**src/rtl/growl_ctrl_pkg.sv**
```systemverilog
// Shared types and constants for the growl execute control path.
// Holds the sequencer state enum, instruction classes, ALU opcodes,
// flag masks, opcode match/mask pairs and the decoded control bundle.
package growl_ctrl_pkg;

  localparam int unsigned INST_W   = 16;
  localparam int unsigned REG_AW   = 5;
  localparam int unsigned ALU_OP_W = 4;
  localparam int unsigned IMM_W    = 8;

  typedef enum logic [2:0] {
    ST_FETCH,
    ST_EXEC,
    ST_BRANCH,
    ST_LPM_WAIT,
    ST_LPM_WB
  } state_t;

  typedef enum logic [2:0] {
    CL_ALU,
    CL_BRANCH,
    CL_RJMP,
    CL_LPM,
    CL_ILLEGAL
  } inst_class_t;

  localparam logic [ALU_OP_W-1:0] ALU_ADD   = 4'd0;
  localparam logic [ALU_OP_W-1:0] ALU_ADC   = 4'd1;
  localparam logic [ALU_OP_W-1:0] ALU_SUB   = 4'd2;
  localparam logic [ALU_OP_W-1:0] ALU_SBC   = 4'd3;
  localparam logic [ALU_OP_W-1:0] ALU_AND   = 4'd4;
  localparam logic [ALU_OP_W-1:0] ALU_OR    = 4'd5;
  localparam logic [ALU_OP_W-1:0] ALU_EOR   = 4'd6;
  localparam logic [ALU_OP_W-1:0] ALU_PASSB = 4'd7;

  localparam logic [7:0] FM_ARITH = 8'h3F;
  localparam logic [7:0] FM_LOGIC = 8'h1E;
  localparam logic [7:0] FM_NONE  = 8'h00;

  localparam logic [1:0] ASEL_RD   = 2'd0;
  localparam logic [1:0] ASEL_SREG = 2'd1;
  localparam logic [1:0] ASEL_TEMP = 2'd2;

  // Opcode masks
  localparam logic [INST_W-1:0] MASK_RR   = 16'hFC00;
  localparam logic [INST_W-1:0] MASK_IMM  = 16'hF000;
  localparam logic [INST_W-1:0] MASK_LPMZ = 16'hFE0F;

  // Opcode match values
  localparam logic [INST_W-1:0] OP_ADD  = 16'h0C00;
  localparam logic [INST_W-1:0] OP_ADC  = 16'h1C00;
  localparam logic [INST_W-1:0] OP_SUB  = 16'h1800;
  localparam logic [INST_W-1:0] OP_SBC  = 16'h0800;
  localparam logic [INST_W-1:0] OP_AND  = 16'h2000;
  localparam logic [INST_W-1:0] OP_EOR  = 16'h2400;
  localparam logic [INST_W-1:0] OP_OR   = 16'h2800;
  localparam logic [INST_W-1:0] OP_MOV  = 16'h2C00;
  localparam logic [INST_W-1:0] OP_CP   = 16'h1400;
  localparam logic [INST_W-1:0] OP_CPI  = 16'h3000;
  localparam logic [INST_W-1:0] OP_SUBI = 16'h5000;
  localparam logic [INST_W-1:0] OP_ORI  = 16'h6000;
  localparam logic [INST_W-1:0] OP_ANDI = 16'h7000;
  localparam logic [INST_W-1:0] OP_LDI  = 16'hE000;
  localparam logic [INST_W-1:0] OP_RJMP = 16'hC000;
  localparam logic [INST_W-1:0] OP_BRBS = 16'hF000;
  localparam logic [INST_W-1:0] OP_BRBC = 16'hF400;
  localparam logic [INST_W-1:0] OP_LPM0 = 16'h95C8;
  localparam logic [INST_W-1:0] OP_LPMZ = 16'h9004;
  localparam logic [INST_W-1:0] OP_NOP  = 16'h0000;

  typedef struct packed {
    logic [1:0]          alu_a_sel;
    logic                alu_b_sel;
    logic [ALU_OP_W-1:0] alu_op;
    logic [7:0]          flags_mask;
    logic                branch_mode;
    logic                pc_offset_mode;
    logic [REG_AW-1:0]   rd_addr;
    logic [REG_AW-1:0]   rr_addr;
    logic [IMM_W-1:0]    imm;
    logic                rd_we;
    logic                sreg_we;
  } ctrl_t;

  function automatic logic op_is(input logic [INST_W-1:0] ir,
                                 input logic [INST_W-1:0] mask,
                                 input logic [INST_W-1:0] match);
    return (ir & mask) == match;
  endfunction

endpackage

```
**src/rtl/inst_decode.sv**
```systemverilog
// Combinational instruction decoder for the execute sequencer.
// Ports: ir (instruction register) -> ctrl (execute control bundle),
//        cls (instruction class steering the sequencer FSM).
module inst_decode
  import growl_ctrl_pkg::*;
(
  input  logic [INST_W-1:0] ir,
  output ctrl_t             ctrl,
  output inst_class_t       cls
);

  function automatic ctrl_t with_alu(input ctrl_t base, input logic [ALU_OP_W-1:0] op,
                                     input logic [7:0] fm, input logic wr_rd,
                                     input logic wr_sreg);
    base.alu_op     = op;
    base.flags_mask = fm;
    base.rd_we      = wr_rd;
    base.sreg_we    = wr_sreg;
    return base;
  endfunction

  // Immediate forms only reach the upper register half
  function automatic ctrl_t with_imm(input ctrl_t base);
    base.alu_b_sel = 1'b1;
    base.rd_addr   = {1'b1, base.rd_addr[3:0]};
    return base;
  endfunction

  always_comb begin
    ctrl         = '0;
    cls          = CL_ILLEGAL;
    ctrl.rd_addr = {ir[8], ir[7:4]};
    ctrl.rr_addr = {ir[9], ir[3:0]};
    ctrl.imm     = {ir[11:8], ir[3:0]};

    if (ir == OP_NOP) begin
      cls = CL_ALU;
    end else if (op_is(ir, MASK_RR, OP_ADD)) begin
      cls = CL_ALU; ctrl = with_alu(ctrl, ALU_ADD, FM_ARITH, 1'b1, 1'b1);
    end else if (op_is(ir, MASK_RR, OP_ADC)) begin
      cls = CL_ALU; ctrl = with_alu(ctrl, ALU_ADC, FM_ARITH, 1'b1, 1'b1);
    end else if (op_is(ir, MASK_RR, OP_SUB)) begin
      cls = CL_ALU; ctrl = with_alu(ctrl, ALU_SUB, FM_ARITH, 1'b1, 1'b1);
    end else if (op_is(ir, MASK_RR, OP_SBC)) begin
      cls = CL_ALU; ctrl = with_alu(ctrl, ALU_SBC, FM_ARITH, 1'b1, 1'b1);
    end else if (op_is(ir, MASK_RR, OP_AND)) begin
      cls = CL_ALU; ctrl = with_alu(ctrl, ALU_AND, FM_LOGIC, 1'b1, 1'b1);
    end else if (op_is(ir, MASK_RR, OP_OR)) begin
      cls = CL_ALU; ctrl = with_alu(ctrl, ALU_OR, FM_LOGIC, 1'b1, 1'b1);
    end else if (op_is(ir, MASK_RR, OP_EOR)) begin
      cls = CL_ALU; ctrl = with_alu(ctrl, ALU_EOR, FM_LOGIC, 1'b1, 1'b1);
    end else if (op_is(ir, MASK_RR, OP_MOV)) begin
      cls = CL_ALU; ctrl = with_alu(ctrl, ALU_PASSB, FM_NONE, 1'b1, 1'b0);
    end else if (op_is(ir, MASK_RR, OP_CP)) begin
      cls = CL_ALU; ctrl = with_alu(ctrl, ALU_SUB, FM_ARITH, 1'b0, 1'b1);
    end else if (op_is(ir, MASK_IMM, OP_SUBI)) begin
      cls = CL_ALU; ctrl = with_imm(with_alu(ctrl, ALU_SUB, FM_ARITH, 1'b1, 1'b1));
    end else if (op_is(ir, MASK_IMM, OP_ANDI)) begin
      cls = CL_ALU; ctrl = with_imm(with_alu(ctrl, ALU_AND, FM_LOGIC, 1'b1, 1'b1));
    end else if (op_is(ir, MASK_IMM, OP_ORI)) begin
      cls = CL_ALU; ctrl = with_imm(with_alu(ctrl, ALU_OR, FM_LOGIC, 1'b1, 1'b1));
    end else if (op_is(ir, MASK_IMM, OP_CPI)) begin
      cls = CL_ALU; ctrl = with_imm(with_alu(ctrl, ALU_SUB, FM_ARITH, 1'b0, 1'b1));
    end else if (op_is(ir, MASK_IMM, OP_LDI)) begin
      cls = CL_ALU; ctrl = with_imm(with_alu(ctrl, ALU_PASSB, FM_NONE, 1'b1, 1'b0));
    end else if (op_is(ir, MASK_IMM, OP_RJMP)) begin
      cls = CL_RJMP;
      ctrl.pc_offset_mode = 1'b1;
    end else if (op_is(ir, MASK_RR, OP_BRBS) || op_is(ir, MASK_RR, OP_BRBC)) begin
      // sreg AND one-hot bit: ALU Z=1 means the tested flag is clear
      cls              = CL_BRANCH;
      ctrl.alu_a_sel   = ASEL_SREG;
      ctrl.alu_b_sel   = 1'b1;
      ctrl.alu_op      = ALU_AND;
      ctrl.imm         = IMM_W'(8'd1 << ir[2:0]);
      ctrl.branch_mode = ir[10];
    end else if (ir == OP_LPM0) begin
      cls          = CL_LPM;
      ctrl.rd_addr = '0;
    end else if (op_is(ir, MASK_LPMZ, OP_LPMZ)) begin
      cls = CL_LPM;
    end
  end

endmodule

```
**src/rtl/execute_sequencer.sv**
```systemverilog
// Multi-cycle control sequencer for the growl execute stage.
// Ports: clk/rst (sync active-high); inst_valid/inst/inst_ready fetch
// handshake; branch_taken from execute; pm_req/pm_ack program-memory
// handshake for LPM; c_* execute selects; rd_addr/rr_addr/imm operands;
// rd_we/sreg_we/pc_inc/pc_load update strobes; illegal opcode pulse.
module execute_sequencer
  import growl_ctrl_pkg::*;
(
  input  logic                clk,
  input  logic                rst,
  input  logic                inst_valid,
  input  logic [INST_W-1:0]   inst,
  output logic                inst_ready,
  input  logic                branch_taken,
  input  logic                pm_ack,
  output logic                pm_req,
  output logic [1:0]          c_alu_a_sel,
  output logic                c_alu_b_sel,
  output logic [ALU_OP_W-1:0] c_alu_op,
  output logic [7:0]          c_flags_mask,
  output logic                c_new_sreg_sel,
  output logic                c_ex_out,
  output logic                c_branch_mode,
  output logic                c_pc_offset_mode,
  output logic [REG_AW-1:0]   rd_addr,
  output logic [REG_AW-1:0]   rr_addr,
  output logic [IMM_W-1:0]    imm,
  output logic                rd_we,
  output logic                sreg_we,
  output logic                pc_inc,
  output logic                pc_load,
  output logic                illegal
);

  state_t            state;
  state_t            state_next;
  logic [INST_W-1:0] ir;
  ctrl_t             ctrl;
  inst_class_t       cls;

  inst_decode u_inst_decode (
    .ir   (ir),
    .ctrl (ctrl),
    .cls  (cls)
  );

  // State and instruction register; inst only captured on a FETCH handshake
  always_ff @(posedge clk) begin
    if (rst) begin
      state <= ST_FETCH;
      ir    <= '0;
    end else begin
      state <= state_next;
      if (state == ST_FETCH && inst_valid) ir <= inst;
    end
  end

  // Next state and control outputs; everything is held at zero during reset
  always_comb begin
    state_next       = state;
    inst_ready       = 1'b0;
    pm_req           = 1'b0;
    c_alu_a_sel      = '0;
    c_alu_b_sel      = 1'b0;
    c_alu_op         = '0;
    c_flags_mask     = '0;
    c_new_sreg_sel   = 1'b0;
    c_ex_out         = 1'b0;
    c_branch_mode    = 1'b0;
    c_pc_offset_mode = 1'b0;
    rd_addr          = '0;
    rr_addr          = '0;
    imm              = '0;
    rd_we            = 1'b0;
    sreg_we          = 1'b0;
    pc_inc           = 1'b0;
    pc_load          = 1'b0;
    illegal          = 1'b0;

    if (!rst && state != ST_FETCH) begin
      c_alu_a_sel      = ctrl.alu_a_sel;
      c_alu_b_sel      = ctrl.alu_b_sel;
      c_alu_op         = ctrl.alu_op;
      c_flags_mask     = ctrl.flags_mask;
      c_branch_mode    = ctrl.branch_mode;
      c_pc_offset_mode = ctrl.pc_offset_mode;
      rd_addr          = ctrl.rd_addr;
      rr_addr          = ctrl.rr_addr;
      imm              = ctrl.imm;
      c_new_sreg_sel   = 1'b1;
      c_ex_out         = 1'b1;
    end

    if (!rst) begin
      case (state)
        ST_FETCH: begin
          inst_ready = 1'b1;
          if (inst_valid) state_next = ST_EXEC;
        end
        ST_EXEC: begin
          case (cls)
            CL_ALU: begin
              rd_we      = ctrl.rd_we;
              sreg_we    = ctrl.sreg_we;
              pc_inc     = 1'b1;
              state_next = ST_FETCH;
            end
            CL_BRANCH: begin
              if (branch_taken) begin
                state_next = ST_BRANCH;
              end else begin
                pc_inc     = 1'b1;
                state_next = ST_FETCH;
              end
            end
            CL_RJMP: state_next = ST_BRANCH;
            CL_LPM: begin
              pm_req     = 1'b1;
              state_next = ST_LPM_WAIT;
            end
            default: begin
              illegal    = 1'b1;
              pc_inc     = 1'b1;
              state_next = ST_FETCH;
            end
          endcase
        end
        ST_BRANCH: begin
          pc_load    = 1'b1;
          state_next = ST_FETCH;
        end
        ST_LPM_WAIT: begin
          pm_req = 1'b1;
          if (pm_ack) state_next = ST_LPM_WB;
        end
        ST_LPM_WB: begin
          c_ex_out   = 1'b0;
          rd_we      = 1'b1;
          pc_inc     = 1'b1;
          state_next = ST_FETCH;
        end
        default: state_next = ST_FETCH;
      endcase
    end
  end

endmodule
```
**config.mk**
```make
export PLATFORM = sky130hd
export DESIGN_NAME = execute_sequencer
export DESIGN_NICKNAME = d
export VERILOG_FILES = /design/src/rtl/growl_ctrl_pkg.sv /design/src/rtl/inst_decode.sv /design/src/rtl/execute_sequencer.sv
export SDC_FILE = /design/constraint.sdc
export NUM_CORES = 1
export LEC_CHECK = 0
export BUFFER_PORTS_ARGS = -buffer_cell sky130_fd_sc_hd__buf_2
export CAP_MARGIN = 20
export CORE_MARGIN = 2
export CORE_UTILIZATION = 44
export CTS_CLUSTER_DIAMETER = 150
export DETAILED_ROUTE_END_ITERATION = 10
export PLACE_DENSITY = 0.79
export SETUP_SLACK_MARGIN = 0.05
export SLEW_MARGIN = 20
export SYNTH_ARGS = -nofsm -noshare
export SYNTH_HDL_FRONTEND = slang
export SYNTH_SLANG_ARGS = --single-unit
```
**constraint.sdc**
```tcl
create_clock -name clk -period 1.9 [get_ports clk]
set_input_delay 0.475 -clock clk [delete_from_list [all_inputs] [get_ports clk]]
set_output_delay 0.475 -clock clk [all_outputs]
set_load 0.03 [all_outputs]
```
## Word-level counts from Yosys, hierarchy flattened

Cells that the tools add are included.

| storage, ports and cells | value |
|---|---|
| register bits | 19 |
| input bits | 21 |
| output and inout port bits | 44 |
| logic and storage cells | 126 |

| cells by class | value |
|---|---|
| equality and inequality tests | 28 |
| shift-type cells | 1 |
| multiplexer cells | 84 |
| reductions and logical operators | 11 |

Operator list:

| operator | count |
|---|---|
| $mux W37 | 14 |
| $mux W3 | 21 |
| $mux W8 | 5 |
| $mux W1 | 25 |
| $mux W5 | 5 |
| $eq A6 B4 Y1 const B | 4 |
| $mux W7 | 3 |
| $eq A6 B3 Y1 const B | 3 |
| $eq A16 B16 Y1 const B | 1 |
| $logic_not A16 Y1 | 1 |
| $eq A3 B2 Y1 const B | 4 |
| $eq A4 B3 Y1 const B | 3 |
| $eq A6 B2 Y1 const B | 2 |
| $eq A6 B6 Y1 const B | 2 |
| $eq A11 B11 Y1 const B | 1 |
| $pmux W3 S3 | 1 |
| $eq A4 B4 Y1 const B | 2 |
| $pmux W1 S2 | 4 |
| $shl A1 B3 Y8 const A | 1 |
| $eq A3 B1 Y1 const B | 2 |
| $logic_not A3 Y1 | 2 |
| $mux W2 | 3 |
| $mux W6 | 1 |
| $pmux W2 S3 | 1 |
| 11 further kinds | 13 |

## Depth between registers and ports, before layout

Gate-level depths: netlist (run 1).

| depth | value |
|---|---|
| depth after elaboration | 25 |
| gate-level depth with buffers | 9 |
| depth with buffers taken out | 5 |

## Hierarchy

From an unflattened synthesis (run 1), not the netlist that was laid out.

| unflattened totals | value |
|---|---|
| cells, all modules | 259 |
| area, all modules | 1793.0 sq um |

Modules (own cells, without submodules):

| module | times used | cells an instance | area an instance (sq um) |
|---|---|---|---|
| execute_sequencer | 1 | 143 | 1076.0 |
| inst_decode | 1 | 116 | 716.9 |

## Worst setup path before layout (run 1)

No wires, ideal clock.

| timing path | value |
|---|---|
| path kind | reg-to-output |
| start point | reg ir[10] |
| end point | out c_alu_op[0] |
| arrival time | 2476 ps |
| required time | 1425 ps |
| path slack | -1051 ps |
| cell stages (with the launch flop) | 5 |
| cell sequence | dfxtp_1 -> clkbuf_1 -> mux2i_1 -> nor2_1 -> a2111oi_0 |

| on the way | value |
|---|---|
| longest elaborated chain between the ends | 12 |
| elaborated cells on any way between the ends | 21 |
| those cells by class | 9 x eq/ne; 11 x mux; 1 x reduce/logical |

Ends and longest elaborated chain:

| item | RTL line | source |
|---|---|---|
| start, declared | execute_sequencer.sv:37 | `logic [INST_W-1:0] ir;` |
| start signal, assigned | execute_sequencer.sv:54 | `if (state == ST_FETCH && inst_valid) ir <= inst;` |
| $eq A6 B3 Y1 | growl_ctrl_pkg.sv:88 | `return (ir & mask) == match;` |
| $mux W37 | inst_decode.sv:54 | `end else if (op_is(ir, MASK_RR, OP_CP)) begin` |
| $mux W37 | inst_decode.sv:52 | `end else if (op_is(ir, MASK_RR, OP_MOV)) begin` |
| $mux W37 | inst_decode.sv:50 | `end else if (op_is(ir, MASK_RR, OP_EOR)) begin` |
| $mux W37 | inst_decode.sv:48 | `end else if (op_is(ir, MASK_RR, OP_OR)) begin` |
| $mux W37 | inst_decode.sv:46 | `end else if (op_is(ir, MASK_RR, OP_AND)) begin` |
| $mux W37 | inst_decode.sv:44 | `end else if (op_is(ir, MASK_RR, OP_SBC)) begin` |
| $mux W37 | inst_decode.sv:42 | `end else if (op_is(ir, MASK_RR, OP_SUB)) begin` |
| $mux W37 | inst_decode.sv:40 | `end else if (op_is(ir, MASK_RR, OP_ADC)) begin` |
| $mux W37 | inst_decode.sv:38 | `end else if (op_is(ir, MASK_RR, OP_ADD)) begin` |
| $mux W37 (*) | inst_decode.sv:36 | `if (ir == OP_NOP) begin` |
| $mux W4 (*) | execute_sequencer.sv:80 | `if (!rst && state != ST_FETCH) begin` |
| end, declared | execute_sequencer.sv:19 | `output logic [ALU_OP_W-1:0] c_alu_op,` |

Mark *: on every way between the ends. The rest lies on a longest branch, timed or not.

## Worst setup path after layout (run 1)

| timing path | value |
|---|---|
| start point | reg ir[12] |
| end point | out c_alu_op[1] |

| on the way | value |
|---|---|
| longest elaborated chain between the ends | 18 |
| elaborated cells on any way between the ends | 33 |
| those cells by class | 15 x eq/ne; 17 x mux; 1 x reduce/logical |

Ends and longest elaborated chain:

| item | RTL line | source |
|---|---|---|
| $eq A4 B4 Y1 | growl_ctrl_pkg.sv:88 |  |
| $mux W7 | inst_decode.sv:66 | `end else if (op_is(ir, MASK_IMM, OP_RJMP)) begin` |
| $mux W7 | inst_decode.sv:64 | `end else if (op_is(ir, MASK_IMM, OP_LDI)) begin` |
| $mux W37 | inst_decode.sv:62 | `end else if (op_is(ir, MASK_IMM, OP_CPI)) begin` |
| $mux W37 | inst_decode.sv:60 | `end else if (op_is(ir, MASK_IMM, OP_ORI)) begin` |
| $mux W37 | inst_decode.sv:58 | `end else if (op_is(ir, MASK_IMM, OP_ANDI)) begin` |
| $mux W37 | inst_decode.sv:56 | `end else if (op_is(ir, MASK_IMM, OP_SUBI)) begin` |
| $mux W37 | inst_decode.sv:54 |  |
| (+2 left out) | - |  |
| $mux W37 | inst_decode.sv:48 |  |
| $mux W37 | inst_decode.sv:46 |  |
| $mux W37 | inst_decode.sv:44 |  |
| $mux W37 | inst_decode.sv:42 |  |
| $mux W37 | inst_decode.sv:40 |  |
| $mux W37 | inst_decode.sv:38 |  |
| $mux W37 (*) | inst_decode.sv:36 |  |
| $mux W4 (*) | execute_sequencer.sv:80 |  |

Marks and branches as above.

==> flow_summary.toml, run 1 <==
[cells_and_area]
final_cell_mix = "buf_4 (57), nand2_1 (44), buf_6 (44)"
final_layout_size_suffix_gt1_share_pct = 63.9
final_common_cell = "buf_4"
fin_nets = 374
postLayoutCoreUtil_pct = 96.2
fin_area_um2 = 3290
antennaDiodeCount = 0
synthToLayoutAreaGrowth_pct = 104

[placed_design]
placed_area_um2 = 2380
gp_congestion = 0.876
hpwlAfterDp_mm = 3.69
portBuffers = 60

[logic_synthesis]
synth_compound_area_share_pct = 23.5
syn_avg_cell_area_um2 = 6.59
syn_inst = 244
muxShareOfSynthArea_pct = 0.622
synthAdderAreaFrac_pct = 0
synth_area_um2 = 1610
synth_xor_area_share_pct = 0.544
yosys_warnings = 0
synthDistinctLibCells = 48
synth_top_family_by_area = "simple AND/OR/NAND/NOR gates"
synth-seq-area-share_pct = 23.6
yosys.area_share.simple_pct = 38.3
ys_ff_latch = 19

[critical_path]
crit_type = "flop to primary output"
worstRegToRegCells = 5
critPathCaptureType = "primary output"
cp_max_fo = 5
start_kind = "flop"
critPathArrivalTime_ps = 2120
crit_required_ps = 1420

[clock_tree]
cts_buffers = 3
htreeDepth = 1
clk_latency_ps = 320
root_buffer = "clkbuf_4"
cts.sinks = 19
cts.clk_slew.worst_paths_ps = 120
cts_tree = "yes"
cts_buffer_depth = 2

[pwr]
leakage_nw = 1.33
cellPowerDensity_nw_per_um2 = 412
ir_drop_mv = 0.506
total_power_mw = 1.35

[route]
wl_mm = 9.91
wl_per_cell_um = 24.9
postRouteAntennaNets = 0
drtIter0Drc = 452
drt_pass1_iterations = 6
vias = 2659
routed_via_density = 6.68
drc = 0

[status]
violations = "negative setup slack"
outcome = "finished, violations left"

[global_route]
grt_max_degree = 18
antenna_found_initial = 0
grt_pass1_wl_mm = 10.9
grt-ovfl-total = 0
grt_pass1_vias = 2261
grt_use_total_pct = 33.5

[die]
fp.dieH_um = 64.5
fp-row-count = 21
io-pin-count = 65
initial_core_util_pct = 47.1
die_x_um = 64.5
coreArea_um2 = 3420
dieArea_um2 = 4160

[sta]
worstMarginPinSlew_ps = 600
finalMaxSlewViolations = 0
rsz0062_at_grt = "true"
fmax_mhz = 386
slew_headroom_pct = 59.9
worst_slack_ps = -691
hold-worst-slack_ps = 420
finalHoldViolations = 0
min_period_ps = 2590
finalSetupViolCount = 37
finalCritPeriodShare_pct = 136
skew_ps = 13.5

[min_path]
holdCritPathClass = "primary input to flop"
hold_depth = 3

[job]
timing.max_cap.violations = 0
==> metrics by stage <==
step	std cells	TNS [ps]	worst slack, ps
after floorplan	247	-1000	-138
after global placement	372	-4360	-237
after detailed placement	372	-6000	-283
after CTS	392	-11830	-561
after global routing	398	-18010	-797
final	398	-16070	-691
==> cells in the mapped netlist (all sizes together) <==
cell type,count,share of area [%]
a221o,1,0.62
a21o,1,0.47
nand4b,1,0.54
clkinv,1,0.31
xor2,1,0.54
and4,1,0.54
o2bb2ai,2,1.1
a2111oi,1,0.54
a21boi,1,0.47
o211a,1,0.62
nand4,1,0.39
nand3,7,2.2
or2,1,0.39
a21bo,1,0.62
a311oi,1,0.54
a211oi,1,0.47
conb,1,0.23
o211ai,2,0.93
nor2,22,5.1
and3,2,0.78
a221oi,1,0.54
o31ai,1,0.47
nand3b,1,0.47
o21a,1,0.47
nor4b,3,1.6
or3,1,0.70
nor3,9,3.1
nand2,47,11
nand2b,4,1.6
mux2i,1,0.62
o21ai,9,2.8
a41oi,1,0.54
dfxtp,19,24
buf,20,8.9
a31oi,4,1.6
nor2b,3,1.2
and2,10,3.9
inv,6,1.4
clkbuf,11,2.6
a21oi,32,10
o22ai,2,0.78
nor4,8,4.7
==> worst max-delay path, stage by stage, from the launching register on <==
cell and delay (ps):
dfxtp_4 380, buf_6 130, buf_8 130, nand2b_4 90
o22ai_1 90, a221o_1 330, o21ai_0 290, buf_4 180
nor2_4 40, buf_6 130
==> final cells by class <==
cell class	count	area, µm²
multi-input cells	191	1540
repair buffers	131	1220
flip-flops and latches	19	404
fillers	73	130
well taps	46	57.6
inverters	7	41.3
clock buffers	4	26.3
==> cells by family after synthesis <==
group                     after synthesis
xor gates and xnor gates                1
muxes                                   1
AOI/OAI and AO/OA                      63
other                                   1
buffers and inverters                  38
and+or+nand+nor                       121
DFF                                    19
==> path summary, 6_finish.rpt <==
| kind | start | to | slack, ps |
|---|---|---|---|
| worst max-delay path | ir[12]$_SDFFE_PP0P_ | c_alu_op[1] | -690 |
| worst min-delay path | inst[11] | ir[11]$_SDFFE_PP0P_ | 420 |
| worst max register to register | state[1]$_SDFFE_PP0P_ | ir[10]$_SDFFE_PP0P_ | 170 |
| worst min register to register | ir[15]$_SDFFE_PP0P_ | ir[15]$_SDFFE_PP0P_ | 570 |
==> layer usage <==
| metal | track usage [%] | vias up | part of all wire [%] |
|---|---|---|---|
| li1 | - | 1050 | - |
| met1 | 40.6 | 1218 | 36 |
| met2 | 58.7 | 287 | 46 |
| met3 | 4.34 | 104 | 9.9 |
| met4 | 15.7 | 0 | 8.3 |
| met5 | 0 | - | 0 |
==> what timing repair did <==
item / CTS / global route
resized for setup: 115 / 69
hold buffers: 0 / 0
endpoints found under the setup margin: 38 / 39
buffers inserted: 13 / 9
pin swaps: 21 / 22
gates cloned: 4 / 0
==> registers in the layout (all words and copies together) (netlist names) <==
register	count
ir	16
state	3
==> where the power goes <==
group	switching [mW]	internal [mW]	total, mW
logic	0.386	0.288	0.674
registers	0.0359	0.421	0.457
clock network	0.141	0.0823	0.224
No activity file was read; power rests on OpenSTA's default activity.
==> run 2, diff against run 1 <==
SKIP_CTS_REPAIR_TIMING = 1   (was default)
TNS_END_PERCENT = 50   (was default)
==> run 2 against run 1 <==
Effect of this change: the flow still finishes with violations (negative setup slack); combinational power shrank 29%; design area shrank 18%; utilization shrank 18 points; sequential power shrank 3%; clock power shrank 9.8%; setup slack gained 110 ps; critical endpoint is now imm[3].
==> flow_summary.toml, run 2 (synthesis gave the netlist of run 1 again) <==
[cells_and_area]
num-fill-cells = 253
fin_nets = 356
largest-register = "ir"
synthToLayoutAreaGrowth_pct = 66.8
final_layout_size_suffix_gt1_share_pct = 50.9
postLayoutCoreUtil_pct = 78.6
reg.largest.list = "ir: 16 flops, state: 3 flops"
antennaDiodeCount = 0
multiInputGateArea_um2 = 1310
regArea_um2 = 407
final_common_cell = "buf_4"
largest_reg_flops = 16
final_cell_mix = "buf_4 (53), nand2_1 (46), buf_2 (38)"

[placed_design]
hpwlAfterDp_mm = 3.87
gp_congestion = 0.922
portBuffers = 60

[critical_path]
critPathArrivalTime_ps = 2000
cp_max_fo = 7
crit_required_ps = 1420
worstRegToRegCells = 8
critPathCaptureType = "primary output"
crit_type = "flop to primary output"
start_kind = "flop"

[sta]
worst_slack_ps = -576
finalHoldViolations = 0
rsz0062_at_grt = "true"
finalMaxSlewViolations = 0
fmax_mhz = 404
slew_headroom_pct = 64.1
finalCritPeriodShare_pct = 130
min_period_ps = 2480
skew_ps = 10.4
worstMarginPinSlew_ps = 537
finalSetupViolCount = 36
tns_ps = -12360

[pwr]
leakage_nw = 1.12
cellPowerDensity_nw_per_um2 = 420
ir_drop_mv = 0.455
total_power_mw = 1.13

[global_route]
antenna_found_initial = 0
grt-ovfl-total = 0
grt_use_total_pct = 24.6
grt_pass1_wl_mm = 8.23
grt_pass1_vias = 1813
grt_max_degree = 23

[die]
fp-row-count = 21
io-pin-count = 65
die_x_um = 64.5
initial_core_util_pct = 47.1
fp.dieH_um = 64.5
coreArea_um2 = 3420
dieArea_um2 = 4160

[clock_tree]
root_buffer = "clkbuf_4"
cts_buffers = 3
clk_latency_ps = 300
cts_buffer_depth = 2
cts.sinks = 19
cts_tree = "yes"
cts.clk_slew.worst_paths_ps = 110
htreeDepth = 1

[job]
timing.max_cap.violations = 0

[route]
vias = 2141
drc = 0
drtIter0Drc = 290
drt_pass1_iterations = 4
postRouteAntennaNets = 0
routed_via_density = 5.63
wl_mm = 5.81
wl_per_cell_um = 15.3

[status]
outcome = "finished, violations left"
violations = "negative setup slack"

[min_path]
hold_depth = 3
holdCritPathClass = "primary input to flop"
-- run 2: cell types whose count changed in the layout (fill, tap and decap cells not counted), sizes merged --
cell	before	now
clkbuf	4	3
clkinv	1	2
buf	131	113
-- run 2: cell type report --
class                           count  area share (%)
Tap cell                           46            2.14
Timing Repair Buffer              113            31.3
Multi-Input combinational cell    191            49.0
Sequential cell                    19            15.2
Clock buffer                        3           0.839
Clock inverter                      1           0.186
Inverter                            7            1.45
-- run 2: power by group --
part / switching [mW] / internal [mW] / leakage [nW]
sequential: 0.0269 / 0.418 / 0.161
clock: 0.124 / 0.0786 / 0.0177
combinational: 0.275 / 0.205 / 0.944
total: 0.426 / 0.702 / 1.12
-- run 2: routing by layer --
| metal | up-vias | share of wire (%) | GRT usage, % |
|---|---|---|---|
| li1 | 1013 | - | - |
| met1 | 998 | 40 | 31.9 |
| met2 | 106 | 51 | 43.4 |
| met3 | 24 | 5.9 | 1.56 |
| met4 | 0 | 3.7 | 8.24 |
| met5 | - | 0 | 0 |
-- run 2: stage by stage --
step	cells	hold WS [ps]	worst slack [ps]	area [µm²]
after CTS	375	389	-644	2330
after detailed placement	371	529	-306	2300
after global routing	380	385	-646	2680
after floorplan	247	444	-138	1800
final	380	393	-576	2680
after global placement	371	493	-205	2300
-- run 2: path summary, 6_finish.rpt --
| path | from | to | slack, ps |
|---|---|---|---|
| min reg2reg | ir[15]$_SDFFE_PP0P_ | ir[15]$_SDFFE_PP0P_ | 530 |
| min | inst[11] | ir[11]$_SDFFE_PP0P_ | 390 |
| max | ir[13]$_SDFFE_PP0P_ | imm[3] | -580 |
| max reg2reg | ir[12]$_SDFFE_PP0P_ | state[1]$_SDFFE_PP0P_ | 220 |
-- run 2: critical path, cell delays in order, from the launching register on --
cell and delay [ps]:
dfxtp_4 420, nand2_2 70, or3_4 460, buf_4 170
nor3_1 210, a21oi_1 80, nor2_2 100, buf_2 200
